File: src/rtl/mem_stage_if.sv
// Data-memory request/acknowledge bus between mem_stage and the data memory.
//   master (mem_stage): req, we, addr, wdata, be out; ack, rdata in
//   slave  (memory)   : the reverse
// ack may arrive in any cycle while req is high; rdata is valid in that cycle.
interface mem_stage_if #(parameter int XLEN = 32);
  logic            req;
  logic            we;
  logic [XLEN-1:0] addr;
  logic [XLEN-1:0] wdata;
  logic [3:0]      be;
  logic            ack;
  logic [XLEN-1:0] rdata;

  modport master (output req, we, addr, wdata, be, input ack, rdata);
  modport slave  (input req, we, addr, wdata, be, output ack, rdata);
endinterface

File: src/rtl/mem_stage.sv
// RV32I memory stage: issues loads/stores on the dmem bus, extracts load data,
// stalls the front of the pipe while a transaction is outstanding and owns the
// MEM/WB register.
// Ports:
//   clk, reset         clock, async active-high reset
//   *M inputs          EX/MEM pipeline register fields, FlushM kill
//   StallM             combinational freeze of PC .. EX/MEM
//   dmem               data-memory bus (master side)
//   *W outputs         MEM/WB register to wb_stage, MisalignW fault pulse
//
// state | meaning
// IDLE  | no transaction; non-memory ops pass straight to MEM/WB
// BUSY  | request on the bus, waiting for ack
// DONE  | load data captured; EX/MEM advances, result enters MEM/WB
module mem_stage #(parameter int XLEN = 32) (
  input  logic            clk,
  input  logic            reset,
  input  logic            ValidM,
  input  logic [XLEN-1:0] ALUResultM,
  input  logic [XLEN-1:0] WriteDataM,
  input  logic [XLEN-1:0] PCPlus4M,
  input  logic [XLEN-1:0] ImmExtM,
  input  logic [4:0]      RdM,
  input  logic [2:0]      funct3M,
  input  logic            MemReadM,
  input  logic            MemWriteM,
  input  logic            RegWriteM,
  input  logic [1:0]      ResultSrcM,
  input  logic            FlushM,
  output logic            StallM,
  mem_stage_if.master     dmem,
  output logic            RegWriteW,
  output logic [1:0]      ResultSrcW,
  output logic [4:0]      RdW,
  output logic [XLEN-1:0] ALUResultW,
  output logic [XLEN-1:0] LoadDataW,
  output logic [XLEN-1:0] PCPlus4W,
  output logic [XLEN-1:0] ImmExtW,
  output logic            MisalignW
);

  typedef enum logic [1:0] {IDLE, BUSY, DONE} stateT;

  stateT           state, nextState;
  logic            memOp, isStore, badFunct, badAlign, fault, faultNow, issue;
  logic            killed, bubble;
  logic [1:0]      off, offQ;
  logic [2:0]      funct3Q;
  logic [3:0]      beD;
  logic [XLEN-1:0] wdataD, shifted, loadExt, loadDataQ;
  logic [7:0]      byteSel;
  logic [15:0]     halfSel;

  assign memOp   = ValidM & (MemReadM | MemWriteM);
  assign isStore = MemWriteM & !MemReadM;
  assign off     = ALUResultM[1:0];

  always_comb begin
    badFunct = 1'b0;
    badAlign = 1'b0;
    if (MemReadM)
      badFunct = !(funct3M inside {3'b000, 3'b001, 3'b010, 3'b100, 3'b101});
    else
      badFunct = !(funct3M inside {3'b000, 3'b001, 3'b010});
    case (funct3M[1:0])
      2'b01:   badAlign = off[0];
      2'b10:   badAlign = (off != 2'b00);
      default: badAlign = 1'b0;
    endcase
  end

  assign fault    = memOp & (badFunct | badAlign);
  assign faultNow = (state == IDLE) & fault;
  assign issue    = memOp & !fault & !FlushM;

  // Store lane steering; loads always read the full word.
  always_comb begin
    beD    = 4'b1111;
    wdataD = WriteDataM;
    if (isStore) begin
      case (funct3M[1:0])
        2'b00: begin
          beD    = 4'b0001 << off;
          wdataD = {4{WriteDataM[7:0]}};
        end
        2'b01: begin
          beD    = 4'b0011 << off;
          wdataD = {2{WriteDataM[15:0]}};
        end
        default: ;
      endcase
    end
  end

  // Extraction uses the size/offset latched at issue, not the live M fields.
  assign shifted = dmem.rdata >> {offQ, 3'b000};
  assign byteSel = shifted[7:0];
  assign halfSel = offQ[1] ? dmem.rdata[31:16] : dmem.rdata[15:0];

  always_comb begin
    case (funct3Q)
      3'b000:  loadExt = {{(XLEN-8){byteSel[7]}}, byteSel};
      3'b100:  loadExt = {{(XLEN-8){1'b0}}, byteSel};
      3'b001:  loadExt = {{(XLEN-16){halfSel[15]}}, halfSel};
      3'b101:  loadExt = {{(XLEN-16){1'b0}}, halfSel};
      default: loadExt = dmem.rdata;
    endcase
  end

  always_ff @(posedge clk or posedge reset) begin
    if (reset) state <= IDLE;
    else       state <= nextState;
  end

  always_comb begin
    nextState = state;
    StallM    = 1'b0;
    case (state)
      IDLE: if (issue) begin
        nextState = BUSY;
        StallM    = 1'b1;
      end
      BUSY: begin
        StallM = 1'b1;
        if (dmem.ack) nextState = DONE;
      end
      DONE:    nextState = IDLE;
      default: nextState = IDLE;
    endcase
    if (reset) StallM = 1'b0;
  end

  always_ff @(posedge clk or posedge reset) begin
    if (reset) begin
      dmem.req   <= 1'b0;
      dmem.we    <= 1'b0;
      dmem.be    <= 4'b0000;
      dmem.addr  <= '0;
      dmem.wdata <= '0;
      funct3Q    <= 3'b000;
      offQ       <= 2'b00;
      loadDataQ  <= '0;
      killed     <= 1'b0;
    end else begin
      if (state == IDLE && issue) begin
        dmem.req   <= 1'b1;
        dmem.we    <= isStore;
        dmem.be    <= beD;
        dmem.addr  <= {ALUResultM[XLEN-1:2], 2'b00};
        dmem.wdata <= wdataD;
        funct3Q    <= funct3M;
        offQ       <= off;
      end
      if (state == BUSY && dmem.ack) begin
        dmem.req  <= 1'b0;
        loadDataQ <= loadExt;
      end
      // A flush cannot abort the bus cycle; remember it and drop the result.
      if (state == BUSY && FlushM) killed <= 1'b1;
      else if (state == DONE)      killed <= 1'b0;
    end
  end

  assign bubble = FlushM | StallM | !ValidM | faultNow | ((state == DONE) & killed);

  always_ff @(posedge clk or posedge reset) begin
    if (reset) begin
      RegWriteW  <= 1'b0;
      ResultSrcW <= 2'b00;
      RdW        <= 5'd0;
      ALUResultW <= '0;
      LoadDataW  <= '0;
      PCPlus4W   <= '0;
      ImmExtW    <= '0;
      MisalignW  <= 1'b0;
    end else begin
      MisalignW <= faultNow & !FlushM;
      if (bubble) begin
        RegWriteW  <= 1'b0;
        ResultSrcW <= 2'b00;
        RdW        <= 5'd0;
        ALUResultW <= '0;
        LoadDataW  <= '0;
        PCPlus4W   <= '0;
        ImmExtW    <= '0;
      end else begin
        RegWriteW  <= RegWriteM;
        ResultSrcW <= ResultSrcM;
        RdW        <= RdM;
        ALUResultW <= ALUResultM;
        LoadDataW  <= MemReadM ? loadDataQ : '0;
        PCPlus4W   <= PCPlus4M;
        ImmExtW    <= ImmExtM;
      end
    end
  end

endmodule

File: src/flat_wrapper.sv
// flat-port wrapper written by rule: the top's interface ports become plain ports
module mem_stage_flat 
#(parameter int XLEN = 32)
  (clk, reset, ValidM, ALUResultM, WriteDataM, PCPlus4M, ImmExtM, RdM, funct3M, MemReadM, MemWriteM, RegWriteM, ResultSrcM, FlushM, StallM, RegWriteW, ResultSrcW, RdW, ALUResultW, LoadDataW, PCPlus4W, ImmExtW, MisalignW, dmem_req, dmem_we, dmem_addr, dmem_wdata, dmem_be, dmem_ack, dmem_rdata);
  mem_stage_if #(.XLEN(XLEN)) dmem_i ();
  input  logic clk;
  input  logic reset;
  input  logic ValidM;
  input  logic [XLEN-1:0] ALUResultM;
  input  logic [XLEN-1:0] WriteDataM;
  input  logic [XLEN-1:0] PCPlus4M;
  input  logic [XLEN-1:0] ImmExtM;
  input  logic [4:0] RdM;
  input  logic [2:0] funct3M;
  input  logic MemReadM;
  input  logic MemWriteM;
  input  logic RegWriteM;
  input  logic [1:0] ResultSrcM;
  input  logic FlushM;
  output logic StallM;
  output logic RegWriteW;
  output logic [1:0] ResultSrcW;
  output logic [4:0] RdW;
  output logic [XLEN-1:0] ALUResultW;
  output logic [XLEN-1:0] LoadDataW;
  output logic [XLEN-1:0] PCPlus4W;
  output logic [XLEN-1:0] ImmExtW;
  output logic MisalignW;
  output wire logic [$bits(dmem_i.req)-1:0] dmem_req;
  output wire logic [$bits(dmem_i.we)-1:0] dmem_we;
  output wire logic [$bits(dmem_i.addr)-1:0] dmem_addr;
  output wire logic [$bits(dmem_i.wdata)-1:0] dmem_wdata;
  output wire logic [$bits(dmem_i.be)-1:0] dmem_be;
  input wire logic [$bits(dmem_i.ack)-1:0] dmem_ack;
  input wire logic [$bits(dmem_i.rdata)-1:0] dmem_rdata;
  assign dmem_req = dmem_i.req;
  assign dmem_we = dmem_i.we;
  assign dmem_addr = dmem_i.addr;
  assign dmem_wdata = dmem_i.wdata;
  assign dmem_be = dmem_i.be;
  assign dmem_i.ack = dmem_ack;
  assign dmem_i.rdata = dmem_rdata;
  mem_stage #(.XLEN(XLEN)) u_core (.clk(clk), .reset(reset), .ValidM(ValidM), .ALUResultM(ALUResultM), .WriteDataM(WriteDataM), .PCPlus4M(PCPlus4M), .ImmExtM(ImmExtM), .RdM(RdM), .funct3M(funct3M), .MemReadM(MemReadM), .MemWriteM(MemWriteM), .RegWriteM(RegWriteM), .ResultSrcM(ResultSrcM), .FlushM(FlushM), .StallM(StallM), .dmem(dmem_i), .RegWriteW(RegWriteW), .ResultSrcW(ResultSrcW), .RdW(RdW), .ALUResultW(ALUResultW), .LoadDataW(LoadDataW), .PCPlus4W(PCPlus4W), .ImmExtW(ImmExtW), .MisalignW(MisalignW));
endmodule
File: config.mk
export PLATFORM = sky130hd
export DESIGN_NAME = mem_stage_flat
export DESIGN_NICKNAME = d
export VERILOG_FILES = /design/src/rtl/mem_stage_if.sv /design/src/rtl/mem_stage.sv /design/src/flat_wrapper.sv
export SDC_FILE = /design/constraint.sdc
export NUM_CORES = 1
export LEC_CHECK = 0
export CAP_MARGIN = 5
export CORE_ASPECT_RATIO = 1.4
export CORE_MARGIN = 8
export CORE_UTILIZATION = 40
export CTS_CLUSTER_SIZE = 24
export DETAILED_ROUTE_END_ITERATION = 10
export PLACE_DENSITY = 0.75
export SLEW_MARGIN = 10
export SYNTH_ARGS = -nofsm -noshare
export SYNTH_HDL_FRONTEND = slang
export SYNTH_SLANG_ARGS = --single-unit
export TNS_END_PERCENT = 100
File: constraint.sdc
create_clock -name clk -period 11.72 [get_ports clk]
set_input_delay 3.516 -clock clk [delete_from_list [all_inputs] [get_ports clk]]
set_output_delay 3.516 -clock clk [all_outputs]
set_load 0.05 [all_outputs]
==> impl_metrics.tcl, run 1 <==
set metrics [dict create \
    dp.cells 1418 \
    grt_max_degree 118 \
    synthArstFlopShare 1.00 \
    synth_compound_area_frac 0.0690 \
    synth_area_per_cell_um2 12.5 \
    cts.reportedPaths.clkPinSlew_ns 0.06 \
    post_synth_num_cell_types 50 \
    p_per_area_nw_per_um2 202 \
    worst-path-max-fanout 16 \
    synth_edf_count 0 \
    synth_xor_area_frac 0 \
    routed_wl_um 29700 \
    synthTopCellsByArea "dfrtp_1 64%, and2_1 6.9%, mux2_1 4.7%, mux2_2 3.4%, mux2i_1 2.2%" \
    routedWlPerCell_um 20.3 \
    crit_top_cell "clkdlybuf4s50_1" \
    core_area_um2 23700 \
    synthesis.area_um2 9590 \
    hold_viol_final 0 \
    clock_latency_ns 0.52 \
    place_ws_ns 1.57 \
    io-pin-count 386 \
    drt_iter0_drc 300 \
    crit_type "input pin to output port" \
    path_buf_inv 3 \
    synth_top_area_frac 0.639 \
    max_clock_freq_ghz 0.0981 \
    clock-sinks 245 \
    p_switching_mw 1.03 \
    crit_chain "clkdlybuf4s50_1 -> inv_1 -> ha_1 -> o21ai_1 -> a211o_1 -> nor3_4 -> o21a_1 -> clkdlybuf4s50_1" \
    viasPerCell 4.85 \
    grt_usage 0.195 \
    detailed_place.area_um2 13600 \
    cts_max_path_buffers 3 \
    swShare 0.351 \
    finalPower_mw 2.93 \
    share_comb_of_total_power 0.325 \
    rows 67 \
    dieArea_um2 29300 \
    slew-limit-headroom 0.264 \
    finClkSkew_ns 0.00920 \
    synthAdderAreaFrac 0.00522 \
    critPathTopFamily "buffers and inverters" \
    max-cap-violations 0 \
    p_int_mw 1.90 \
    yosys.area_share.simple 0.145 \
    cts_max_level 1 \
    slowest_delay_ns 0.79 \
    initial_core_util 0.404 \
    cts_buffers 25 \
    critPathArrivalTime_ns 6.68 \
    vias 7092 \
    fin_crit_sh 0.870 \
    overflow 0 \
    design_area_um2 14500 \
    cts-resized-gates 0 \
    critPathRequiredTime_ns 8.20 \
    yosys.area.top_type "dfrtp_1" \
    rsz0062_at_grt "no" \
    holdBufCountCts 0 \
    synth_mux_area_frac 0.105 \
    hold_ws_ns 0.467 \
    ys_seq_area_frac 0.639 \
    status "finished clean" \
    antenna_found_initial 2 \
    final_cell_count_no_fill 1463 \
    p_leak_nw 6.49 \
    hold_class "register to register" \
    synth-main-ff-cell "dfrtp_1" \
    grt_pass1_vias 7636 \
    critical_path.endpoint_type "output port" \
    postCtsSetupBuffers 0 \
    cts-root-buf "clkbuf_16" \
    synth_cells 770 \
    fin_setup_tns_ns 0 \
    firstDrtPassIters 4 \
    setup_viol_count_final 0 \
    fin_util 0.612 \
    die_w_um 147 \
    grt_pass1_wl_um 44800 \
    die_h_um 199 \
    syn_to_final_growth_pct 51.4 \
    final_antenna_net_count 0 \
    layout-drive-gt1-share 0.0720 \
    synth_warnings 0 \
    cts_tree "yes" \
    dpl.hpwl_um 22000 \
    final_nets 1317 \
    ys_ff_latch 245 \
    drc 0 \
    ir_drop_uv 149 \
    maxSlewViolCount 0 \
    fin_crit_ns 10.19 \
    cp_slowest_cell "clkdlybuf4s50_1" \
    startpoint_type "input pin" \
    clkPwrFrac 0.295 \
    power.share.sequential 0.380 \
    tightest_slew_ns 1.10 \
    setup_slack_ns 1.53 \
    port_buffers 383 \
    synth_top_family_by_area "simple AND/OR/NAND/NOR gates" \
    place.gp.congestion 0.801 \
]
## layout make-up
| cell class | instances | area, um^2 |
|---|---|---|
| clock inverter | 9 | 175 |
| tap | 310 | 388 |
| multi-input combinational | 449 | 3120 |
| inverter | 25 | 101 |
| antenna | 1 | 2.50 |
| sequential | 245 | 6130 |
| clock buffer | 35 | 723 |
| fill | 1917 | 9200 |
| timing repair buffer | 389 | 3880 |
## cell usage after synthesis, types with 2 or more instances
cell       count
and3_1        33
o21ai_0       35
inv_1         25
nand2b_1       5
a21o_1         4
and2_1       106
o21ai_1        2
mux2_2        29
a22oi_1        8
buf_2         15
o22ai_1        8
buf_6          2
mux2_1        40
mux2i_1       21
nor3b_1        2
buf_4          6
nor2b_1       12
a221oi_1       2
nor3_1         2
a32o_1         2
a21oi_1       24
nor2_1        31
buf_1          2
nand3_1        9
nand3b_1       4
a31oi_1        3
o2bb2ai_1      2
clkbuf_1      27
dfrtp_1      245
ha_1           4
nand2_1       33
a211oi_1       9
## worst paths after layout
check / from / to / slack, ns / depth (start not counted)
min reg2reg: u_core.loadDataQ[2] / u_core.loadDataQ[2] / 0.47 / 1
max in group asynchronous: reset / u_core.dmem.be[1] / 6.53 / 3
min in group asynchronous: reset / u_core.dmem.wdata[24] / 3.63 / 2
min: u_core.loadDataQ[2] / u_core.loadDataQ[2] / 0.47 / 1
max reg2reg: u_core.state[1] / u_core.dmem.be[2] / 8.90 / 5
max: funct3M[1] / StallM / 1.53 / 8
## worst reg2reg max path, stage by stage, from the launching register on
cell	delay (ns)
dfrtp_1	0.45
nor2_1	0.16
o211ai_1	0.18
nor3_4	0.61
buf_4	0.81
mux2_2	0.50
## sequential cells by signal (all words and copies together) (netlist names), 3 cells and up
signal             count
u_core.ALUResultW     32
u_core.ImmExtW        32
u_core.LoadDataW      32
u_core.PCPlus4W       32
u_core.RdW             5
u_core.dmem.addr      30
u_core.dmem.be         4
u_core.dmem.wdata     32
u_core.funct3Q         3
u_core.loadDataQ      32
## power by group through the flow
stage                     sequential (mW)  clock, mW  combinational [mW]
after global routing                 1.14      0.924                1.01
final                                1.12      0.866               0.953
after floorplan                      1.46          0               0.258
after CTS                            1.12      0.887               0.963
after detailed placement             1.13          0               0.959
after global placement               1.12          0               0.952
## logic make-up after synthesis
logic type,Yosys count
flip-flops,245
other,1
AND/OR/NAND/NOR,245
adder cells (fa/ha/maj),4
AO/OA/AOI/OAI,107
buffers and inverters,77
multiplexers,91
## layer usage
| layer | up-vias | routed length (um) | share of wire | GRT usage |
|---|---|---|---|---|
| li1 | 3319 | - | - | - |
| met1 | 3396 | 10600 | 0.36 | 0.210 |
| met2 | 319 | 15100 | 0.51 | 0.346 |
| met4 | 2 | 1010 | 0.034 | 0.0762 |
| met3 | 56 | 2890 | 0.097 | 0.0693 |
| met5 | - | 13 | 0.00044 | 0 |
## placed cells by master (no fill, tap or decap), types with 8 or more instances in the layout
master,instances
mux2i_1,21
clkbuf_16,25
o22ai_1,8
and2_1,106
and3_1,33
a21oi_1,24
o21ai_0,35
nand2_1,33
nor2b_1,12
mux2_1,40
inv_1,24
mux2_2,29
a22oi_1,8
clkdlybuf4s50_1,383
dfrtp_1,245
nand3_1,9
nor2_1,31
a211oi_1,9
Power figures use the tool's default switching activity.
==> run 2: changes to the inputs <==
--- a/config.mk
+++ b/config.mk
@@ -12,7 +12,7 @@
 export CTS_CLUSTER_SIZE = 24
 export DETAILED_ROUTE_END_ITERATION = 10
 export PLACE_DENSITY = 0.75
-export SLEW_MARGIN = 10
+export SETUP_SLACK_MARGIN = 0.4
 export SYNTH_ARGS = -nofsm -noshare
 export SYNTH_HDL_FRONTEND = slang
 export SYNTH_SLANG_ARGS = --single-unit
==> results of run 2 <==
No change in the layout: final DEF, timing and power equal those of run 1.
==> run 3: changes to the inputs <==
--- a/config.mk
+++ b/config.mk
@@ -5,12 +5,14 @@
 export SDC_FILE = /design/constraint.sdc
 export NUM_CORES = 1
 export LEC_CHECK = 0
-export CAP_MARGIN = 5
+export CAP_MARGIN = 20
 export CORE_ASPECT_RATIO = 1.4
 export CORE_MARGIN = 8
 export CORE_UTILIZATION = 40
 export CTS_CLUSTER_SIZE = 24
 export DETAILED_ROUTE_END_ITERATION = 10
+export GPL_TIMING_DRIVEN = 0
+export MAX_ROUTING_LAYER = met4
 export PLACE_DENSITY = 0.75
 export SETUP_SLACK_MARGIN = 0.4
 export SYNTH_ARGS = -nofsm -noshare
==> run 3 against run 2 <==
Against the previous run:
- wire length grew 4.1%
- worst hold slack better by 0.0076 ns
- non-clock buffer count rose by 48
- core utilization grew 1.1 points
- sequential share of layout area down 0.73 points
- die area did not move
- combinational power grew 4.8%
- total power increased by 0.13%
- global-route usage is 1.7 points higher
- highest routed layer is now met4
==> impl_metrics.tcl, run 3 (synthesis results as in run 1) <==
set metrics [dict create \
    status "finished clean" \
    grt_max_degree 102 \
    final_nets 1366 \
    fin_crit_ns 10.21 \
    cts.reportedPaths.clkPinSlew_ns 0.06 \
    startpoint_type "input pin" \
    cts_max_path_buffers 3 \
    regArea_um2 6130 \
    layout-drive-gt1-share 0.0889 \
    dieArea_um2 29300 \
    viasPerCell 4.85 \
    syn_to_final_growth_pct 54.1 \
    rsz0062_at_grt "no" \
    reg2reg_depth 6 \
    slew-limit-headroom 0.532 \
    max-cap-violations 0 \
    place.gp.congestion 0.888 \
    postCtsSetupBuffers 0 \
    overflow 0 \
    tightest_slew_ns 0.702 \
    port_buffers 383 \
    cts-resized-gates 0 \
    die_w_um 147 \
    cts-root-buf "clkbuf_16" \
    routed_wl_um 30900 \
    setup_viol_count_final 0 \
    max_clock_freq_ghz 0.0979 \
    ir_drop_uv 169 \
    highest_layer "met4" \
    crit_type "input pin to output port" \
    p_per_area_nw_per_um2 199 \
    vias 7347 \
    final.fill_count 1981 \
    die_h_um 199 \
    multi_input_area_um2 3120 \
    cts_max_level 1 \
    finClkSkew_ns 0.00481 \
    layout_common_cells "383 x clkdlybuf4s50_1, 245 x dfrtp_1, 106 x and2_1, 40 x mux2_1, 35 x o21ai_0" \
    grt_usage 0.212 \
    critPathArrivalTime_ns 6.70 \
    detailed_place.area_um2 13900 \
    drc 0 \
    core_area_um2 23700 \
    rows 67 \
    hold_viol_final 0 \
    antenna_found_initial 2 \
    hold_depth 2 \
    worst-path-max-fanout 10 \
    drt_iter0_drc 235 \
    p_leak_nw 6.64 \
    initial_core_util 0.404 \
    final_common_cell "clkdlybuf4s50_1" \
    wl_met2_um 16100 \
    firstDrtPassIters 4 \
    hold_class "register to register" \
    critPathRequiredTime_ns 8.20 \
    cts_tree "yes" \
    grt_pass1_wl_um 46800 \
    wl_met1_um 11300 \
    cts_buffers 26 \
    grt_pass1_vias 8015 \
    dpl.hpwl_um 24100 \
    clock-sinks 245 \
    fin_util 0.623 \
    met3WireLength_um 2560 \
    reg2reg_slack_ns 9.47 \
    maxSlewViolCount 0 \
    io-pin-count 386 \
    routedWlPerCell_um 20.4 \
    clock_latency_ns 0.52 \
    critical_path.endpoint_type "output port" \
    final_antenna_net_count 0 \
    holdBufCountCts 0 \
    design_area_um2 14800 \
    fin_crit_sh 0.871 \
]
-- run 3: final cells by class --
cell class / count / share of cell area
antenna: 2 / 0.000339
buffer: 52 / 0.0170
clock buffer: 33 / 0.0500
clock inverter: 14 / 0.0107
inverter: 25 / 0.00686
multi-input combinational: 449 / 0.211
sequential: 245 / 0.415
tap: 310 / 0.0262
timing repair buffer: 385 / 0.263
-- run 3: critical path, stage by stage --
cell,delay [ns]
clkdlybuf4s50_1,0.49
inv_1,0.10
ha_1,0.28
o211a_1,0.24
a211o_1,0.34
nor3_2,0.26
buf_4,0.26
buf_4,0.25
o21a_1,0.13
clkdlybuf4s50_1,0.80
-- run 3: metrics by stage --
step | cells | TNS, ns | total power [mW] | setup WS, ns | hold WS (ns)
finish | 1515 | 0 | 2.94 | 1.51 | 0.474
global route | 1515 | 0 | 3.07 | 1.36 | 0.492
CTS | 1513 | 0 | 2.97 | 1.47 | 0.477
detailed placement | 1466 | 0 | 2.11 | 1.46 | 0.464
global placement | 1464 | -410.21 | 2.09 | -1.69 | 0.458
floorplan | 771 | 0 | 1.72 | 1.47 | 0.442
-- run 3: per-layer routing --
layer / up-vias / track usage
li1: 3408 / -
met1: 3569 / 0.224
met2: 316 / 0.375
met3: 54 / 0.0639
met4: 0 / 0.0712
met5: - / -
-- run 3: power breakdown --
part / total [mW] / internal, mW / switching, mW / leakage (nW)
logic: 0.999 / 0.365 / 0.634 / 3.05
registers: 1.09 / 1.01 / 0.0812 / 3.15
clock network: 0.847 / 0.511 / 0.335 / 0.442
-- run 3: path summary, 6_finish.rpt --
| check | to | from |
|---|---|---|
| max | StallM | funct3M[1] |
| min reg2reg | u_core.loadDataQ[9] | u_core.loadDataQ[9] |
| max in group asynchronous | u_core.RdW[4] | reset |
| min | u_core.loadDataQ[9] | u_core.loadDataQ[9] |
| max reg2reg | u_core.loadDataQ[25] | u_core.offQ[1] |
| min in group asynchronous | u_core.state[0] | reset |
